**src/rtl/tick_scheduler_if.sv**
```systemverilog
// Configuration, start/stop strobes and per-channel outputs of the tick scheduler.
// The master side drives configuration and strobes; the slave side is the scheduler.
interface tick_scheduler_if #(
    parameter int NCH = 4,
    parameter int PW  = 16
);
    localparam int CHW = (NCH > 1) ? $clog2(NCH) : 1;

    logic           cfg_we;
    logic [CHW-1:0] cfg_ch;
    logic [PW-1:0]  cfg_period;
    logic           cfg_periodic;
    logic [NCH-1:0] start;
    logic [NCH-1:0] stop;
    logic           base_tick;
    logic [NCH-1:0] tick;
    logic [NCH-1:0] clkout;
    logic [NCH-1:0] active;

    modport master (
        output cfg_we, cfg_ch, cfg_period, cfg_periodic, start, stop,
        input  base_tick, tick, clkout, active
    );

    modport slave (
        input  cfg_we, cfg_ch, cfg_period, cfg_periodic, start, stop,
        output base_tick, tick, clkout, active
    );
endinterface

```
**src/rtl/tick_scheduler.sv**
```systemverilog
// Shared prescaler producing a base tick, plus NCH independent one-shot/periodic
// channels, each emitting an expiry pulse and a square wave toggled on every expiry.
module tick_scheduler #(
    parameter int CLK_FREQ  = 50000000,
    parameter int BASE_FREQ = 1000,
    parameter int PRESC     = CLK_FREQ / BASE_FREQ,
    parameter int NCH       = 4,
    parameter int PW        = 16
) (
    input  logic            clkin,
    input  logic            rst,
    tick_scheduler_if.slave bus
);
    localparam int CHW  = (NCH > 1) ? $clog2(NCH) : 1;
    localparam int CHW1 = CHW + 1;
    localparam int PCW  = (PRESC > 1) ? $clog2(PRESC) : 1;
    localparam logic [PCW-1:0]  PCNT_LAST = PCW'(PRESC - 1);
    localparam logic [CHW1-1:0] NCH_LIM   = CHW1'(NCH);

    typedef enum logic {IDLE = 1'b0, RUN = 1'b1} ch_state_t;

    logic [PCW-1:0] pcnt_r;
    logic           base_tick_r;
    logic           cfg_valid_s;
    logic [NCH-1:0] tick_vec_s;
    logic [NCH-1:0] clkout_vec_s;
    logic [NCH-1:0] active_vec_s;

    // Writes addressed beyond the last channel are dropped here.
    assign cfg_valid_s = bus.cfg_we && ({1'b0, bus.cfg_ch} < NCH_LIM);

    // Free-running prescaler; base_tick_r marks the wrap from PRESC-1 to 0.
    always_ff @(posedge clkin or negedge rst) begin
        if (!rst) begin
            pcnt_r      <= {PCW{1'b0}};
            base_tick_r <= 1'b0;
        end else if (pcnt_r == PCNT_LAST) begin
            pcnt_r      <= {PCW{1'b0}};
            base_tick_r <= 1'b1;
        end else begin
            pcnt_r      <= pcnt_r + PCW'(1);
            base_tick_r <= 1'b0;
        end
    end

    for (genvar i = 0; i < NCH; i++) begin : g_ch
        ch_state_t     state_r;
        ch_state_t     state_s;
        logic [PW-1:0] period_r;
        logic [PW-1:0] cnt_r;
        logic [PW-1:0] cnt_s;
        logic          periodic_r;
        logic          tick_r;
        logic          tick_s;
        logic          clkout_r;
        logic          clkout_s;
        logic          cfg_hit_s;

        assign cfg_hit_s = cfg_valid_s && (bus.cfg_ch == CHW'(i));

        // Period/mode registers; a same-edge start or reload still sees the old values.
        always_ff @(posedge clkin or negedge rst) begin
            if (!rst) begin
                period_r   <= {PW{1'b0}};
                periodic_r <= 1'b0;
            end else if (cfg_hit_s) begin
                period_r   <= bus.cfg_period;
                periodic_r <= bus.cfg_periodic;
            end else begin
                period_r   <= period_r;
                periodic_r <= periodic_r;
            end
        end

        // Channel state, counter and registered outputs.
        always_ff @(posedge clkin or negedge rst) begin
            if (!rst) begin
                state_r  <= IDLE;
                cnt_r    <= {PW{1'b0}};
                tick_r   <= 1'b0;
                clkout_r <= 1'b0;
            end else begin
                state_r  <= state_s;
                cnt_r    <= cnt_s;
                tick_r   <= tick_s;
                clkout_r <= clkout_s;
            end
        end

        // Next state: stop beats start, start beats counting, and a start edge never decrements.
        always_comb begin
            state_s  = state_r;
            cnt_s    = cnt_r;
            tick_s   = 1'b0;
            clkout_s = clkout_r;
            if (bus.stop[i]) begin
                state_s = IDLE;
            end else if (bus.start[i] && (period_r == {PW{1'b0}})) begin
                state_s = IDLE;
            end else if (bus.start[i]) begin
                cnt_s   = period_r;
                state_s = RUN;
            end else begin
                case (state_r)
                    RUN: begin
                        if (!base_tick_r) begin
                            cnt_s = cnt_r;
                        end else if (cnt_r == PW'(1)) begin
                            tick_s   = 1'b1;
                            clkout_s = ~clkout_r;
                            if (periodic_r && (period_r != {PW{1'b0}})) begin
                                cnt_s = period_r;
                            end else begin
                                state_s = IDLE;
                            end
                        end else if (cnt_r > PW'(1)) begin
                            cnt_s = cnt_r - PW'(1);
                        end else begin
                            // A zero count while running is unreachable; park the channel safely.
                            state_s = IDLE;
                        end
                    end
                    IDLE: begin
                        state_s = IDLE;
                    end
                    default: begin
                        state_s = IDLE;
                    end
                endcase
            end
        end

        assign tick_vec_s[i]   = tick_r;
        assign clkout_vec_s[i] = clkout_r;
        assign active_vec_s[i] = (state_r == RUN);
    end

    assign bus.base_tick = base_tick_r;
    assign bus.tick      = tick_vec_s;
    assign bus.clkout    = clkout_vec_s;
    assign bus.active    = active_vec_s;
endmodule

```
**src/flat_wrapper.sv**
```systemverilog
// flat-port wrapper written by rule: the top's interface ports become plain ports
module tick_scheduler_flat 
#(
    parameter int CLK_FREQ  = 50000000,
    parameter int BASE_FREQ = 1000,
    parameter int PRESC     = CLK_FREQ / BASE_FREQ,
    parameter int NCH       = 4,
    parameter int PW        = 16
)
  (clkin, rst, bus_cfg_we, bus_cfg_ch, bus_cfg_period, bus_cfg_periodic, bus_start, bus_stop, bus_base_tick, bus_tick, bus_clkout, bus_active);
  tick_scheduler_if #(.NCH(NCH), .PW(PW)) bus_i ();
  input  logic clkin;
  input  logic rst;
  input wire logic [$bits(bus_i.cfg_we)-1:0] bus_cfg_we;
  input wire logic [$bits(bus_i.cfg_ch)-1:0] bus_cfg_ch;
  input wire logic [$bits(bus_i.cfg_period)-1:0] bus_cfg_period;
  input wire logic [$bits(bus_i.cfg_periodic)-1:0] bus_cfg_periodic;
  input wire logic [$bits(bus_i.start)-1:0] bus_start;
  input wire logic [$bits(bus_i.stop)-1:0] bus_stop;
  output wire logic [$bits(bus_i.base_tick)-1:0] bus_base_tick;
  output wire logic [$bits(bus_i.tick)-1:0] bus_tick;
  output wire logic [$bits(bus_i.clkout)-1:0] bus_clkout;
  output wire logic [$bits(bus_i.active)-1:0] bus_active;
  assign bus_i.cfg_we = bus_cfg_we;
  assign bus_i.cfg_ch = bus_cfg_ch;
  assign bus_i.cfg_period = bus_cfg_period;
  assign bus_i.cfg_periodic = bus_cfg_periodic;
  assign bus_i.start = bus_start;
  assign bus_i.stop = bus_stop;
  assign bus_base_tick = bus_i.base_tick;
  assign bus_tick = bus_i.tick;
  assign bus_clkout = bus_i.clkout;
  assign bus_active = bus_i.active;
  tick_scheduler #(.CLK_FREQ(CLK_FREQ), .BASE_FREQ(BASE_FREQ), .PRESC(PRESC), .NCH(NCH), .PW(PW)) u_core (.clkin(clkin), .rst(rst), .bus(bus_i));
endmodule
```
**config.mk**
```make
export PLATFORM = sky130hd
export DESIGN_NAME = tick_scheduler_flat
export DESIGN_NICKNAME = d
export VERILOG_FILES = /design/src/rtl/tick_scheduler_if.sv /design/src/rtl/tick_scheduler.sv /design/src/flat_wrapper.sv
export SDC_FILE = /design/constraint.sdc
export NUM_CORES = 1
export LEC_CHECK = 0
export ABC_AREA = 1
export CORE_MARGIN = 2
export CORE_UTILIZATION = 66
export DETAILED_ROUTE_END_ITERATION = 8
export GPL_TIMING_DRIVEN = 0
export PLACE_DENSITY = 0.9
export SYNTH_ARGS = -nofsm -noshare
export SYNTH_HDL_FRONTEND = slang
export SYNTH_SLANG_ARGS = --single-unit
```
**constraint.sdc**
```tcl
create_clock -name clkin -period 3.4 [get_ports clkin]
set_input_delay 0.68 -clock clkin [delete_from_list [all_inputs] [get_ports clkin]]
set_output_delay 0.68 -clock clkin [all_outputs]
set_load 0.005 [all_outputs]
```
### Yosys cells after proc, flatten, opt, wreduce, memory -nomap -nowiden

Index checks and enable logic that the tools add are counted.
W data, S select, Z words.

| storage, ports and cells | value |
|---|---|
| register bits after elaboration | 161 |
| bits of input ports | 30 |
| output and inout port bits | 13 |

| cells by class | value |
|---|---|
| add/sub/neg operators | 5 |
| $lt $le $gt $ge | 4 |
| eq/ne operators | 12 |
| muxes and demuxes | 82 |
| bitwise gates (word level) | 20 |
| reduce and logical (&&, ||, !) cells | 41 |

Operators by type and width:

| cell | number |
|---|---|
| $mux W16 | 25 |
| $eq A16 B1 Y1 const B | 4 |
| $gt A16 B1 Y1 const B | 4 |
| $logic_not A16 Y1 | 4 |
| $reduce_bool A16 Y1 | 4 |
| $sub A16 B1 Y16 const B | 4 |
| $mux W1 | 53 |
| $reduce_and A6 Y1 | 8 |
| $not A1 Y1 | 20 |
| $add A16 B1 Y16 const B | 1 |
| $eq A16 B16 Y1 const B | 1 |
| $reduce_bool A2 Y1 | 8 |
| $logic_and A1 B1 Y1 | 12 |
| $ne A3 B3 Y1 const B | 4 |
| $reduce_bool A3 Y1 | 4 |
| $pmux W1 S2 | 4 |
| $eq A2 B2 Y1 const B | 2 |
| $eq A2 B1 Y1 const B | 1 |
| $logic_not A2 Y1 | 1 |

### Depth between registers and ports, before layout

| depth | value |
|---|---|
| depth in word-level cells | 9 |
| depth in mapped cells | 13 |

### Worst setup path after synthesis

OpenSTA, ideal clock, no wires.

| timing | value |
|---|---|
| path type | input -> register |
| start | in bus_start[3] |
| end | reg u_core.g_ch[3].cnt_r[0] |
| arrival | 1.590 ns |
| required time | 3.334 ns |
| path slack | 1.744 ns |
| stages on the path | 6 |
| cells stage by stage | inv_1 o21ai_0 inv_2 clkbuf_1 nand3_1 nand2_1 |

| between the ends | value |
|---|---|
| longest elaborated chain between the ends | 3 |

Ends and longest elaborated chain:

| what | RTL line | text |
|---|---|---|
| start: declaration | flat_wrapper.sv:18 | `input wire logic [$bits(bus_i.start)-1:0] bus_start;` |
| branches (longest 3 deep; another with $reduce_and A6 Y1) | n/a |  |
| end signal: assignment | tick_scheduler.sv:79 | `cnt_r <= {PW{1'b0}};` |
| end signal: assignment | tick_scheduler.sv:84 | `cnt_r <= cnt_s;` |
| end: declaration | tick_scheduler.sv:50 | `logic [PW-1:0] cnt_r;` |

Several ways; the timed one is not identified.
A chain may end at the register's enable or synchronous reset.

### Final worst setup path

| timing | value |
|---|---|
| start | reg u_core.base_tick_r (netlist: u_core.bus.base_tick) |
| end | out bus_base_tick |

RTL lines:

| what | RTL line | text |
|---|---|---|
| start: declaration | tick_scheduler.sv:23 | `logic base_tick_r;` |
| start signal: assignment | tick_scheduler.sv:36 | `base_tick_r <= 1'b0;` |
| start signal: assignment | tick_scheduler.sv:39 | `base_tick_r <= 1'b1;` |
| start signal: assignment | tick_scheduler.sv:42 | `base_tick_r <= 1'b0;` |
| end: declaration | flat_wrapper.sv:20 | `output wire logic [$bits(bus_i.base_tick)-1:0] bus_base_tick;` |

No word-level cell between the ends.

==> reports/qor.yml <==
status: "complete, no violations"
post-place-ws_ns: 0.950
clock.fmax_ghz: 0.436
cts_hold_buf: 0
leakage_nw: 5.64
avgSynthCellArea_um2: 7.28
setup_viol: 0
layout.nets: 1430
fp.dieW_um: 125
combinationalPowerShare_pct: 29.6
area_delta_synth_final_pct: 13.3
fin_crit_ns: 2.29
final_common_cell: "nand2_1"
hold_class: "input port to async pin"
dieArea_um2: 15700
setup.worst_path.end_class: "output port"
cts_resized: 0
diodes: 0
drc: 0
tns_ns: 0
cp_data_arrival_time_ns: 1.61
gp_congestion: 0.911
synth_edf_count: 0
slew_violations: 0
drive_above_1_share_pct: 11.0
worst_hold_slack_ns: 0.205
clkLatencyLatePin_ns: 0.44
power_frac_seq_pct: 40.1
grt_first_pass_wirelength_um: 41900
p_clk_share_pct: 30.3
tightest_slew_ns: 0.596
hold_viol_final: 0
ys_warn_count: 0
yosysTopAreaCell: "dfrtp_1"
layout_setup_ws_ns: 1.11
max_cap_viol_count: 0
synthTopCellsByArea: "dfrtp_1, nand2_1, nor2_1, nand3_1, inv_1"
wl_um: 25000
required_ns: 2.72
numPortBuffers: 42
intPower_mw: 4.09
cts_max_level: 4
fin_util_pct: 76.0
peakVddDrop_v: 0.000428
netSwitchingPower_mw: 2.48
grt_max_degree: 100
crit_type: "register to output port"
netlist_area_um2: 9680
dp_hpwl_um: 17100
core_um2: 14400
critical-path-slowest-cell: "dfrtp_1"
ys_seq_area_share_pct: 41.6
clock-skew-final_ns: 0.00727
grt_use_total_pct: 32.8
crit_fanout: 5
die_h_um: 125
wl_per_cell_um: 15.8
startpoint_type: "register"
antenna_found_initial: 0
clock_path_buffers: 2
power.share.switching_pct: 37.8
cts.sinks: 161
nFillCells: 1010
relSlewSlack_pct: 60.3
cts_buffers: 17
drt-initial-drc-count: 970
fin_crit_sh_pct: 67.4
synth_flop_cell: "dfrtp_1"
num_rows: 44
post_cts_buffers: 0
synthCells: 1329
cp_top_family: "flip-flops"
cts_tree: "yes"
clkTransAtPathRegs_ns: 0.07
rsz0062_at_grt: "false"
layout_common_cells: "nand2_1, dfrtp_1, nor2_1"
grt.overflow.total: 0
synth_top_cell_area_share_pct: 41.6
power_mw: 6.56
cpPeakStageDelay_ns: 0.59
first_global_vias: 8907
timing.critical_path.buf_inv: 1
num_vias: 9084
synth-seq-cells: 161
critical_path.cell_chain: "clkdlybuf4s50_1"
cts_root_buf: "clkbuf_16"
ant_nets: 0
dr.pass1.iters: 5
async_reset_ff_share_pct: 100
ios: 43
viasPerCell: 5.72
syn_nets: 1368
synthDistinctLibCells: 40
initial_core_util_pct: 67.1
power_density_nw_per_um2: 599
==> kinds of logic (layout without fill, tap and decap cells) <==
family                   Yosys count  after routing  synth area share [%]
XOR/XNOR                          39             39                  3.53
flip-flops                       161            161                  41.6
buffers and inverters            193            268                  9.32
AO/OA/AOI/OAI                    126            126                  6.67
AND/OR/NAND/NOR                  801            801                  37.7
adder cells (fa/ha/maj)            9              9                  1.16
==> area by class of cell <==
class | count | area [µm²] | area share (%)
Sequential cell | 161 | 4030 | 36.7
Inverter | 150 | 576 | 5.25
Buffer | 43 | 327 | 2.98
Multi-Input combinational cell | 975 | 4750 | 43.3
Tap cell | 184 | 230 | 2.10
Timing Repair Buffer | 43 | 449 | 4.10
Clock inverter | 13 | 151 | 1.38
Clock buffer | 19 | 453 | 4.13
==> final timing paths <==
check                                                    start                                    to  slack (ns)  cells after the start
max                             u_core.bus.base_tick$_DFF_PN0_                         bus_base_tick        1.11                      1
min                                                        rst  u_core.g_ch[1].cnt_r[11]$_DFFE_PN0P_        0.21                      1
max reg2reg                u_core.g_ch[3].cnt_r[0]$_DFFE_PN0P_   u_core.g_ch[3].cnt_r[0]$_DFFE_PN0P_        1.38                     12
min reg2reg                         u_core.pcnt_r[0]$_DFF_PN0_            u_core.pcnt_r[0]$_DFF_PN0_        0.47                      1
max in group asynchronous                                  rst   u_core.g_ch[0].cnt_r[8]$_DFFE_PN0P_        2.28                      2
min in group clkin                  u_core.pcnt_r[0]$_DFF_PN0_            u_core.pcnt_r[0]$_DFF_PN0_        0.47                      1
==> metrics by stage <==
stage / instances / instance area [µm²]
after floorplan: 1329 / 9680
after global placement: 1555 / 10300
after detailed placement: 1556 / 10400
after CTS: 1588 / 11000
after global routing: 1588 / 11000
final: 1588 / 11000
==> registers in the layout, summed over array words and instances, names as in the netlist <==
register and cells:
u_core.g_ch.cnt_r 64, u_core.g_ch.period_r 64, u_core.pcnt_r 16, u_core.g_ch.clkout_r 4, u_core.g_ch.periodic_r 4, u_core.g_ch.state_r 4, u_core.g_ch.tick_r 4, u_core.bus.base_tick 1
==> layer usage <==
layer	track usage (%)	up-vias	wire length, µm
li1	-	4283	-
met1	40.5	4266	9990
met2	55.5	424	12300
met3	6.42	111	1750
met4	16.3	0	1050
met5	0	-	0
==> cell usage after synthesis, types with 2 or more instances <==
master and n:
ha_1 9, xor2_1 27, dfrtp_1 161, nand2_1 440, nor3_1 2, o21ai_1 12
nor2_4 7, inv_2 12, o21ai_2 2, clkbuf_1 14, a21oi_1 11, nand4_2 3
nand2_4 4, buf_6 7, o21ai_0 98, nor2_2 17, xnor2_1 12, nand3b_1 5
nand2_2 22, buf_12 2, buf_4 18, nand3_1 102, or2_2 2, nor4_1 4
nand3_2 12, inv_1 136, nand4_4 3, nor4_2 2, nor2_1 152, nor2_8 3
nand4_1 19
==> power by group through the flow <==
stage	Sequential [mW]	Clock [mW]	Combinational (mW)
3_5_place_dp	2.64	0	1.88
5_1_grt	2.67	2.06	2.19
6_report	2.63	1.99	1.94
3_3_place_gp	2.64	0	1.80
4_1_cts	2.62	1.99	1.93
2_1_floorplan	2.54	0	1.48
Note: power is estimated with default switching activity, not from simulation.
